### src/rtl/mem_seq_pkg.sv
// ============================================================================
// mem_seq_pkg : shared types and decode helpers for the memory access sequencer
// Revision 1.0
// ============================================================================
`default_nettype none

package mem_seq_pkg;

  typedef enum logic [2:0] {
    OP_LW  = 3'd0,
    OP_LH  = 3'd1,
    OP_LHU = 3'd2,
    OP_LB  = 3'd3,
    OP_LBU = 3'd4,
    OP_SW  = 3'd5,
    OP_SH  = 3'd6,
    OP_SB  = 3'd7
  } mem_op_t;

  typedef enum logic [1:0] {
    S_IDLE = 2'd0,
    S_RD   = 2'd1,
    S_WR   = 2'd2,
    S_DONE = 2'd3
  } seq_state_t;

  typedef enum logic [1:0] {
    SZ_BYTE = 2'd0,
    SZ_HALF = 2'd1,
    SZ_WORD = 2'd2
  } acc_size_t;

  function automatic logic is_store(input mem_op_t op);
    return (op >= OP_SW);
  endfunction

  function automatic acc_size_t access_size(input mem_op_t op);
    acc_size_t sz;
    case (op)
      OP_LB, OP_LBU, OP_SB: sz = SZ_BYTE;
      OP_LH, OP_LHU, OP_SH: sz = SZ_HALF;
      default:              sz = SZ_WORD;
    endcase
    return sz;
  endfunction

  function automatic logic is_misaligned(input mem_op_t op, input logic [1:0] off);
    logic bad;
    case (access_size(op))
      SZ_HALF: bad = off[0];
      SZ_WORD: bad = |off;
      default: bad = 1'b0;
    endcase
    return bad;
  endfunction

endpackage

`default_nettype wire

### src/rtl/mem_lane_unit.sv
// ============================================================================
// mem_lane_unit : little-endian lane select/extend for loads, lane merge for stores
// Revision 1.0
// ============================================================================
`default_nettype none

module mem_lane_unit
  import mem_seq_pkg::*;
(
  input  logic [31:0] word_i,
  input  logic [1:0]  byte_off_i,
  input  mem_op_t     op_i,
  input  logic [31:0] wdata_i,
  output logic [31:0] load_o,
  output logic [31:0] merged_o
);

  logic [7:0]  byte_sel;
  logic [15:0] half_sel;

  always_comb begin
    case (byte_off_i)
      2'd0:    byte_sel = word_i[7:0];
      2'd1:    byte_sel = word_i[15:8];
      2'd2:    byte_sel = word_i[23:16];
      default: byte_sel = word_i[31:24];
    endcase
    half_sel = byte_off_i[1] ? word_i[31:16] : word_i[15:0];

    case (op_i)
      OP_LB:   load_o = {{24{byte_sel[7]}}, byte_sel};
      OP_LBU:  load_o = {24'd0, byte_sel};
      OP_LH:   load_o = {{16{half_sel[15]}}, half_sel};
      OP_LHU:  load_o = {16'd0, half_sel};
      default: load_o = word_i;
    endcase

    // Sub-word stores keep the untouched lanes of the word just read
    merged_o = word_i;
    case (op_i)
      OP_SB: begin
        case (byte_off_i)
          2'd0:    merged_o[7:0]   = wdata_i[7:0];
          2'd1:    merged_o[15:8]  = wdata_i[7:0];
          2'd2:    merged_o[23:16] = wdata_i[7:0];
          default: merged_o[31:24] = wdata_i[7:0];
        endcase
      end
      OP_SH: begin
        if (byte_off_i[1]) merged_o[31:16] = wdata_i[15:0];
        else               merged_o[15:0]  = wdata_i[15:0];
      end
      default: merged_o = wdata_i;
    endcase
  end

endmodule

`default_nettype wire

### src/rtl/mem_access_seq.sv
// ============================================================================
// mem_access_seq : one-at-a-time load/store sequencer for a single-port word memory
// Revision 1.0
// ============================================================================
`default_nettype none

module mem_access_seq
  import mem_seq_pkg::*;
#(
  parameter int READ_LAT = 2
) (
  input  logic        clk_i,
  input  logic        rst_ni,
  input  logic        req_i,
  input  logic [2:0]  op_i,
  input  logic [31:0] addr_i,
  input  logic [31:0] wdata_i,
  output logic        busy_o,
  output logic        done_o,
  output logic        err_o,
  output logic [31:0] rdata_o,
  output logic [31:0] mem_addr_o,
  output logic        mem_wr_o,
  output logic [31:0] mem_wdata_o,
  input  logic [31:0] mem_rdata_i
);

  localparam logic [2:0] LAST_CNT = 3'(READ_LAT - 1);

  seq_state_t  state_q;
  mem_op_t     op_q;
  logic [31:0] addr_q;
  logic [31:0] wdata_q;
  logic [2:0]  cnt_q;
  logic        busy_q;
  logic        done_q;
  logic        err_q;
  logic [31:0] rdata_q;
  logic [31:0] mem_addr_q;
  logic        mem_wr_q;
  logic [31:0] mem_wdata_q;

  mem_op_t     op_in;
  logic [31:0] load_val;
  logic [31:0] merged_word;

  assign op_in = mem_op_t'(op_i);

  mem_lane_unit u_lane (
    .word_i     (mem_rdata_i),
    .byte_off_i (addr_q[1:0]),
    .op_i       (op_q),
    .wdata_i    (wdata_q),
    .load_o     (load_val),
    .merged_o   (merged_word)
  );

  // Every output is a flop so memory-side strobes never glitch
  always_ff @(posedge clk_i or negedge rst_ni) begin
    if (!rst_ni) begin
      state_q     <= S_IDLE;
      op_q        <= OP_LW;
      addr_q      <= '0;
      wdata_q     <= '0;
      cnt_q       <= '0;
      busy_q      <= 1'b0;
      done_q      <= 1'b0;
      err_q       <= 1'b0;
      rdata_q     <= '0;
      mem_addr_q  <= '0;
      mem_wr_q    <= 1'b0;
      mem_wdata_q <= '0;
    end else begin
      done_q      <= 1'b0;
      err_q       <= 1'b0;
      mem_wr_q    <= 1'b0;
      mem_wdata_q <= '0;
      case (state_q)
        S_IDLE: begin
          if (req_i) begin
            op_q    <= op_in;
            addr_q  <= addr_i;
            wdata_q <= wdata_i;
            busy_q  <= 1'b1;
            cnt_q   <= '0;
            if (is_misaligned(op_in, addr_i[1:0])) begin
              state_q <= S_DONE;
              done_q  <= 1'b1;
              err_q   <= 1'b1;
            end else if (op_in == OP_SW) begin
              state_q     <= S_WR;
              mem_addr_q  <= {addr_i[31:2], 2'b00};
              mem_wr_q    <= 1'b1;
              mem_wdata_q <= wdata_i;
            end else begin
              state_q    <= S_RD;
              mem_addr_q <= {addr_i[31:2], 2'b00};
            end
          end
        end
        S_RD: begin
          if (cnt_q == LAST_CNT) begin
            if (is_store(op_q)) begin
              state_q     <= S_WR;
              mem_wr_q    <= 1'b1;
              mem_wdata_q <= merged_word;
            end else begin
              state_q    <= S_DONE;
              done_q     <= 1'b1;
              rdata_q    <= load_val;
              mem_addr_q <= '0;
            end
          end else begin
            cnt_q <= cnt_q + 3'd1;
          end
        end
        S_WR: begin
          state_q    <= S_DONE;
          done_q     <= 1'b1;
          mem_addr_q <= '0;
        end
        S_DONE: begin
          state_q <= S_IDLE;
          busy_q  <= 1'b0;
        end
        default: begin
          state_q    <= S_IDLE;
          busy_q     <= 1'b0;
          mem_addr_q <= '0;
        end
      endcase
    end
  end

  assign busy_o      = busy_q;
  assign done_o      = done_q;
  assign err_o       = err_q;
  assign rdata_o     = rdata_q;
  assign mem_addr_o  = mem_addr_q;
  assign mem_wr_o    = mem_wr_q;
  assign mem_wdata_o = mem_wdata_q;

endmodule

`default_nettype wire

### config.mk
export PLATFORM = sky130hd
export DESIGN_NAME = mem_access_seq
export DESIGN_NICKNAME = d
export VERILOG_FILES = /design/src/rtl/mem_seq_pkg.sv /design/src/rtl/mem_lane_unit.sv /design/src/rtl/mem_access_seq.sv
export SDC_FILE = /design/constraint.sdc
export NUM_CORES = 1
export LEC_CHECK = 0
export CORE_ASPECT_RATIO = 0.75
export CORE_MARGIN = 5
export CORE_UTILIZATION = 45
export CTS_CLUSTER_SIZE = 40
export DETAILED_ROUTE_END_ITERATION = 16
export GPL_ROUTABILITY_DRIVEN = 0
export MAX_ROUTING_LAYER = met4
export PLACE_DENSITY = 0.73
export RECOVER_POWER = 50
export SYNTH_ARGS = -nofsm -noshare
export SYNTH_HDL_FRONTEND = slang
export SYNTH_SLANG_ARGS = --single-unit
### constraint.sdc
create_clock -name clk_i -period 4.8 [get_ports clk_i]
set_input_delay 1.44 -clock clk_i [delete_from_list [all_inputs] [get_ports clk_i]]
set_output_delay 1.44 -clock clk_i [all_outputs]
set_load 0.005 [all_outputs]
==> results of run 1 <==
-- cell type report --
| cell class | count | area share (%) |
|---|---|---|
| Timing Repair Buffer | 205 | 20.9 |
| Sequential cell | 140 | 36.1 |
| Clock buffer | 18 | 4.42 |
| Tap cell | 205 | 2.64 |
| Multi-Input combinational cell | 490 | 33.4 |
| Inverter | 12 | 0.464 |
| Clock inverter | 14 | 2.02 |
-- Yosys cell counts, types with 4 or more instances --
| library cell | number |
|---|---|
| nand2_1 | 158 |
| dfrtp_1 | 140 |
| nor2_1 | 48 |
| nor2b_1 | 34 |
| a21oi_1 | 30 |
| mux2_1 | 30 |
| o221ai_1 | 25 |
| clkbuf_1 | 18 |
| a22oi_1 | 16 |
| buf_2 | 14 |
| o21ai_0 | 14 |
| mux2i_1 | 12 |
| nand2b_1 | 12 |
| buf_4 | 9 |
| inv_1 | 9 |
| mux2_2 | 9 |
| o22ai_1 | 9 |
| a221oi_1 | 8 |
| a221oi_2 | 7 |
| a222oi_1 | 7 |
| mux4_2 | 7 |
| ha_1 | 6 |
| nor3_1 | 6 |
| a211oi_2 | 4 |
| buf_6 | 4 |
| nand3_1 | 4 |
-- worst max-delay path: stages --
cell	delay [ns]
dlygate4sd3_1	0.62
nand3b_1	0.15
or3_1	0.84
o21ai_0	0.42
o22ai_1	0.13
-- layer usage --
metal,global-route usage [%],vias up
met5,-,-
met2,37.2,323
met4,5.18,0
met3,7.53,24
met1,36.1,3109
li1,-,2782
-- metrics by stage --
step / hold slack, ns / instances / instance area, µm² / utilization (%) / setup WS [ns]
finish: 0.480 / 1084 / 9710 / 63.6 / 1.47
global route: 0.495 / 1084 / 9710 / 63.6 / 1.18
CTS: 0.479 / 1084 / 9720 / 63.7 / 1.58
detailed placement: 0.462 / 1052 / 9100 / 59.6 / 1.21
global placement: 0.457 / 1052 / 9100 / 59.6 / 1.28
floorplan: 0.445 / 688 / 7050 / - / 2.14
-- power breakdown --
group          internal (µW)  switching [µW]  total, µW
sequential              1610             382       1990
clock                    870             526       1400
combinational           1260            1360       2620
total                   3750            2270       6010
-- registers in the layout (all words and copies together), names as in the netlist --
signal and cells:
busy_o 1, mem_wr_o 1, rdata_o 32, state_q 2, op_q 3, cnt_q 3, addr_q 2, mem_wdata_o 32
done_o 1, wdata_q 32, err_o 1, mem_addr_o 30
-- worst max-delay path by stage --
stage / end / slack, ns
2_1_floorplan: mem_addr_o[10] / 2.14
3_3_place_gp: state_q[0] / 1.28
4_1_cts: state_q[0] / 1.58
3_5_place_dp: state_q[0] / 1.21
5_1_grt: mem_addr_o[9] / 1.18
6_report: state_q[0] / 1.47
-- kinds of logic (layout without fill, tap and decap cells) --
| family | Yosys count | in the layout | synth area share [%] |
|---|---|---|---|
| buffers and inverters | 58 | 249 | 4.25 |
| AO/OA/AOI/OAI | 138 | 138 | 16.0 |
| adder cells (fa/ha/maj) | 7 | 7 | 1.21 |
| multiplexers | 58 | 58 | 10.2 |
| AND/OR/NAND/NOR | 282 | 282 | 18.1 |
| other | 1 | 2 | 0.0533 |
| XOR/XNOR | 3 | 3 | 0.480 |
| flip-flops | 140 | 140 | 49.8 |
==> summary.md, run 1 <==
| Metric | Value |
|---|---|
| Status | `complete, no violations` |
| R2r setup slk | `around 2.0 ns` |
| Top_reg_cell synth | `dfrtp_1` |
| Synth Register Bits | `between 100 and 150` |
| # Post-CTS Setup Buffers | `0` |
| HP Class | `reg2reg` |
| IO Count | `202` |
| Pwr dens | `between 600 and 700 nW/µm²` |
| Post-Syn Area | `7040 µm²` |
| CTS root buf | `clkbuf_16` |
| Via count | `slightly above 6,000` |
| Final HPWL DP | `~16 mm` |
| Reg2Reg Launch Point | `op_q[2]` |
| Global route overflow | `0` |
| Clock buffer depth | `2` |
| Final hold violation count | `0` |
| Die width | `154 µm` |
| Core Area | `about 15,000 µm²` |
| DRT iter0 DRCs | `around 780` |
| Vias in the first global route | `about 6,400` |
| Post-DR wirelength/cell | `roughly 21 µm` |
| Layout cells sized above 1 | `under 10%` |
| # setup viols final | `0` |
| Cell count after synthesis | `687` |
| Area growth syn-to-layout | `37.9%` |
| Multi-input gate area | `approximately 3200 µm²` |
| Largest net degree at the start of global routing | `115` |
| Syn avg cell area | `around 10 µm²` |
| Worst r2r path cells | `4` |
| Post-synth EDFFs | `0` |
| Iteration count of the initial detailed-routing pass | `8` |
| Rows | `39` |
| Data required, critical path | `5.08 ns` |
| RSZ-0062 raised after global routing | `false` |
| # nets final | `about 1,000` |
| Critical path class | `in2reg` |
| Worst Hold Path Cells | `2` |
| Fillers | `1,230` |
| Final Power | `about 6000 µW` |
| Clk_lat worst skew | `0.43 ns` |
| Height of the die | `118 µm` |
| Initial antenna violation count | `0` |
| Reg area | `roughly 3500 µm²` |
| Vias/cell | `5.75` |
| Share of the clock period used by the worst path | `a little under 70%` |
| Number of buffers created by CTS | `17` |
| # port buffers | `around 200` |
| WP data arrival | `about 3.6 ns` |
| Maximum fanout along the worst path | `34` |
| Sequential cell area fraction in the yosys report | `roughly 50%` |
| Ant diodes | `0` |
| CP Launch Type | `input port` |
| Leading area contributor after synthesis | `dfrtp_1` |
| Drt drc | `0` |
| Met3 Wirelength | `2.29 mm` |
| M1 WL | `a little under 10 mm` |
| Max_cap viols | `0` |
| H-tree Lvls | `4` |
| Endpoint class of the critical path | `register` |
| Total global-route track usage | `around a quarter` |
| Setup Skew | `approximately 0.009 ns` |
| Starting Density | `between 40 and 50%` |
| CTS tree | `built` |
| Worst slew pin tran | `about 1.5 ns` |
| Routed Antenna Nets | `0` |
| Clock transition at path regs | `~0.060 ns` |
| CP Launch Point | `op_i[0]` |
| Worst rel slew slack | `under 10%` |
| Hold_sp | `wdata_q[16]` |
| CTS resizes | `0` |
| Final WL | `between 20 and 25 mm` |
| Commonest non-fill, non-tap cell in the layout | `clkdlybuf4s50_1` |
| FF-to-FF End | `mem_wdata_o[20]` |
| Synth warnings | `0` |
| # hold bufs at CTS | `0` |
| Final Max Tran Viols | `0` |
| Achievable Freq | `around 300 MHz` |
| P_leak | `0.00421 µW` |
| Synth top area share | `between 40% and 50%` |
| Distinct cells, synth | `62` |
| Full die area | `between 15,000 and 20,000 µm²` |
| CTS Sinks | `140` |
| Wire length on met2 | `about 10 mm` |
| Crit path time final | `between 3 and 4 ns` |
| Max Used Layer | `met4` |
| Async set-reset flop share out of synthesis | `between 90% and 100%` |
| First-pass GRT wire length | `~36 mm` |
| Largest cells by area after synthesis | `dfrtp_1, nand2_1, mux2_1` |
| Most frequent cells in the layout | `clkdlybuf4s50_1, nand2_1, dfrtp_1` |
| Hold EP | `wdata_q[16]` |
| Final TNS setup | `0 ns` |
| Peak VDD IR | `between 300 and 400 µV` |
No activity file was read; power rests on OpenSTA's default activity.
==> run 2, diff against run 1 <==
Clock period 4.8 ns to 3.3 ns, I/O delays scaled along.
==> run 2 against run 1 <==
Compared with the run above: the flow now finishes with violations (max-capacitance violations, max-slew violations); sequential power is 49% higher; setup slack worse by 0.75 ns; die area stayed put; critical path depth is 1 higher; global-route usage is 0.25 points lower; clock skew fell by 0.0011 ns; combinational power increased by 48%; core utilization is 0.23 points higher; non-clock buffer count grew 6; count of clock-buffer cells in the layout grew 2; critical path type unchanged; highest routed layer unchanged.
==> summary.md, run 2 (synthesized netlist as in run 1, its figures left out) <==
| Metric | Value |
|---|---|
| Initial antenna violation count | `0` |
| Seq pwr share | `34.1%` |
| Worst r2r path cells | `7` |
| CTS resizes | `0` |
| Setup Skew | `0.00804 ns` |
| Pwr dens | `around 890 nW/µm²` |
| Clk_lat worst skew | `about 0.42 ns` |
| Vias in the first global route | `~6,400` |
| Logic pwr share | `about 44%` |
| # setup viols final | `0` |
| Share of the clock period used by the worst path | `about 80%` |
| Status | `complete, but fails checks` |
| HP Class | `reg2reg` |
| RSZ-0062 raised after global routing | `false` |
| Max_cap viols | `1` |
| CTS tree | `built` |
| Area growth syn-to-layout | `38.4%` |
| R2r setup slk | `between 0.8 and 0.9 ns` |
| Fin cells | `1,088` |
| H-tree Lvls | `4` |
| Slowest-stage cell, CP | `dlygate4sd3_1` |
| Post-DR wirelength/cell | `21.0 µm` |
| CP Launch Point | `op_i[0]` |
| CP Launch Type | `input port` |
| Rows | `39` |
| Max incr delay on CP | `0.59 ns` |
| CTS Sinks | `between 100 and 150` |
| Final HPWL DP | `approximately 17 mm` |
| Largest net degree at the start of global routing | `71` |
| Worst slew pin tran | `around 1.8 ns` |
| Height of the die | `between 100 and 150 µm` |
| Layout cells sized above 1 | `a little under a tenth` |
| # Post-CTS Setup Buffers | `0` |
| Multi-input gate area | `3250 µm²` |
| Reg area | `between 3000 and 4000 µm²` |
| Final hold violation count | `0` |
| IO Count | `just over 200` |
| DRT iter0 DRCs | `between 700 and 800` |
| Drt drc | `0` |
| # nets final | `about 1,000` |
| Ant diodes | `0` |
| FF-to-FF End | `mem_addr_o[7]` |
| First-pass GRT wire length | `roughly 36 mm` |
| Pint | `between 5000 and 6000 µW` |
| # port buffers | `199` |
| Fillers | `approximately 1,200` |
| Die width | `between 150 and 200 µm` |
| CP Depth | `6` |
| P_leak | `about 0.0041 µW` |
| CP Cell Sequence | `dlygate4sd3_1 > nand2b_1 > a211oi_1 > a211oi_4 > buf_12 > mux2_1` |
| Global route overflow | `0` |
| Core Area | `15,300 µm²` |
| Peak VDD IR | `a little under 500 µV` |
| Maximum fanout along the worst path | `30` |
| Via count | `about 6,300` |
| Net Sw Frac | `37.8%` |
| Final TNS setup | `0 ns` |
| Achievable Freq | `slightly below 400 MHz` |
| Critical path class | `in2reg` |
| Crit path time final | `about 2.6 ns` |
| Data required, critical path | `about 3.6 ns` |
| Starting Density | `46.1%` |
| Clock buffer depth | `2` |
| Most frequent cells in the layout | `clkdlybuf4s50_1, nand2_1, dfrtp_1` |
| Final WL | `between 20 and 25 mm` |
| Switching power summed over all nets | `~3300 µW` |
| WP data arrival | `around 2.9 ns` |
| Vias/cell | `about 5.8` |
| Total global-route track usage | `25.4%` |
| Number of buffers created by CTS | `17` |
| Worst rel slew slack | `-22.6%` |
| Final Max Tran Viols | `69` |
| Endpoint class of the critical path | `register` |
| Violated checks | `max-capacitance violations, max-slew violations` |
| Worst setup path endpoint | `mem_addr_o[7]` |
| Full die area | `between 15,000 and 20,000 µm²` |
| Crit path max-delay family | `buffers and inverters` |
| Routed Antenna Nets | `0` |
| Clock Power Share | `a little over a fifth` |
| Worst path buffer plus inverter count | `2` |
| CTS root buf | `clkbuf_16` |
| Commonest non-fill, non-tap cell in the layout | `clkdlybuf4s50_1` |
| Dpl cells | `1,058` |
| Reg2Reg Launch Point | `cnt_q[0]` |
| # hold bufs at CTS | `0` |
| Iteration count of the initial detailed-routing pass | `5` |
| Clock transition at path regs | `roughly 0.06 ns` |
-- run 2: cell types whose count changed in the layout (fill, tap and decap cells not counted), sizes merged --
cell | previous run | this run
clkdlybuf4s50 | 162 | 192
dlygate4sd3 | 36 | 6
buf | 6 | 11
clkbuf | 19 | 22
bufinv | 4 | 2
clkinvlp | 3 | 1
clkinv | 7 | 6
inv | 12 | 13
-- run 2: worst min-delay path by stage --
stage / start / to / depth (start not counted)
after floorplan: wdata_q[24] / wdata_q[24] / 2
after global placement: wdata_q[24] / wdata_q[24] / 2
after detailed placement: wdata_q[17] / wdata_q[17] / 2
after CTS: wdata_q[17] / wdata_q[17] / 2
after global routing: wdata_q[18] / wdata_q[18] / 2
final: wdata_q[18] / wdata_q[18] / 2
-- run 2: power groups by stage --
stage | Combinational (µW) | Sequential, µW | Clock [µW]
after floorplan | 2480 | 2730 | 0
after global placement | 3710 | 2930 | 0
after detailed placement | 3850 | 2970 | 0
after CTS | 3890 | 2950 | 1900
after global routing | 4210 | 3040 | 1980
final | 3870 | 2970 | 1870
-- run 2: worst register-to-register path: cells and delay by family (launching register included) --
kind | cells | cell delay, ns
AO/OA/AOI/OAI | 2 | 0.54
buffers and inverters | 2 | 0.55
multiplexers | 1 | 0.36
AND/OR/NAND/NOR | 1 | 0.19
flip-flops | 1 | 0.46
adder cells (fa/ha/maj) | 1 | 0.26
-- run 2: area by class of cell --
class                           count  share of cell area (%)
Tap cell                          205                    2.63
Sequential cell                   140                    35.9
Inverter                           12                   0.462
Timing Repair Buffer              211                    21.8
Clock inverter                     10                    1.21
Multi-Input combinational cell    490                    33.3
Clock buffer                       20                    4.68
-- run 2: per-layer routing --
metal	wire length (µm)	track usage (%)	share of wire, %	vias to the layer above
met5	0	-	0	-
met4	390	6.29	1.7	0
met3	2000	7.05	8.7	43
met2	10300	36.5	45	346
met1	10100	35.8	44	3134
li1	-	-	-	2798
-- run 2: through the flow --
| step | instance area (µm²) | util (%) | setup WS, ns | hold WS, ns | power, µW |
|---|---|---|---|---|---|
| floorplan | 7050 | - | 1.09 | 0.445 | 5210 |
| global placement | 9190 | 60.2 | 0.516 | 0.456 | 6640 |
| detailed placement | 9190 | 60.2 | 0.394 | 0.464 | 6820 |
| CTS | 9770 | 63.9 | 0.840 | 0.479 | 8740 |
| global route | 9750 | 63.8 | 0.629 | 0.491 | 9230 |
| finish | 9750 | 63.8 | 0.723 | 0.482 | 8710 |
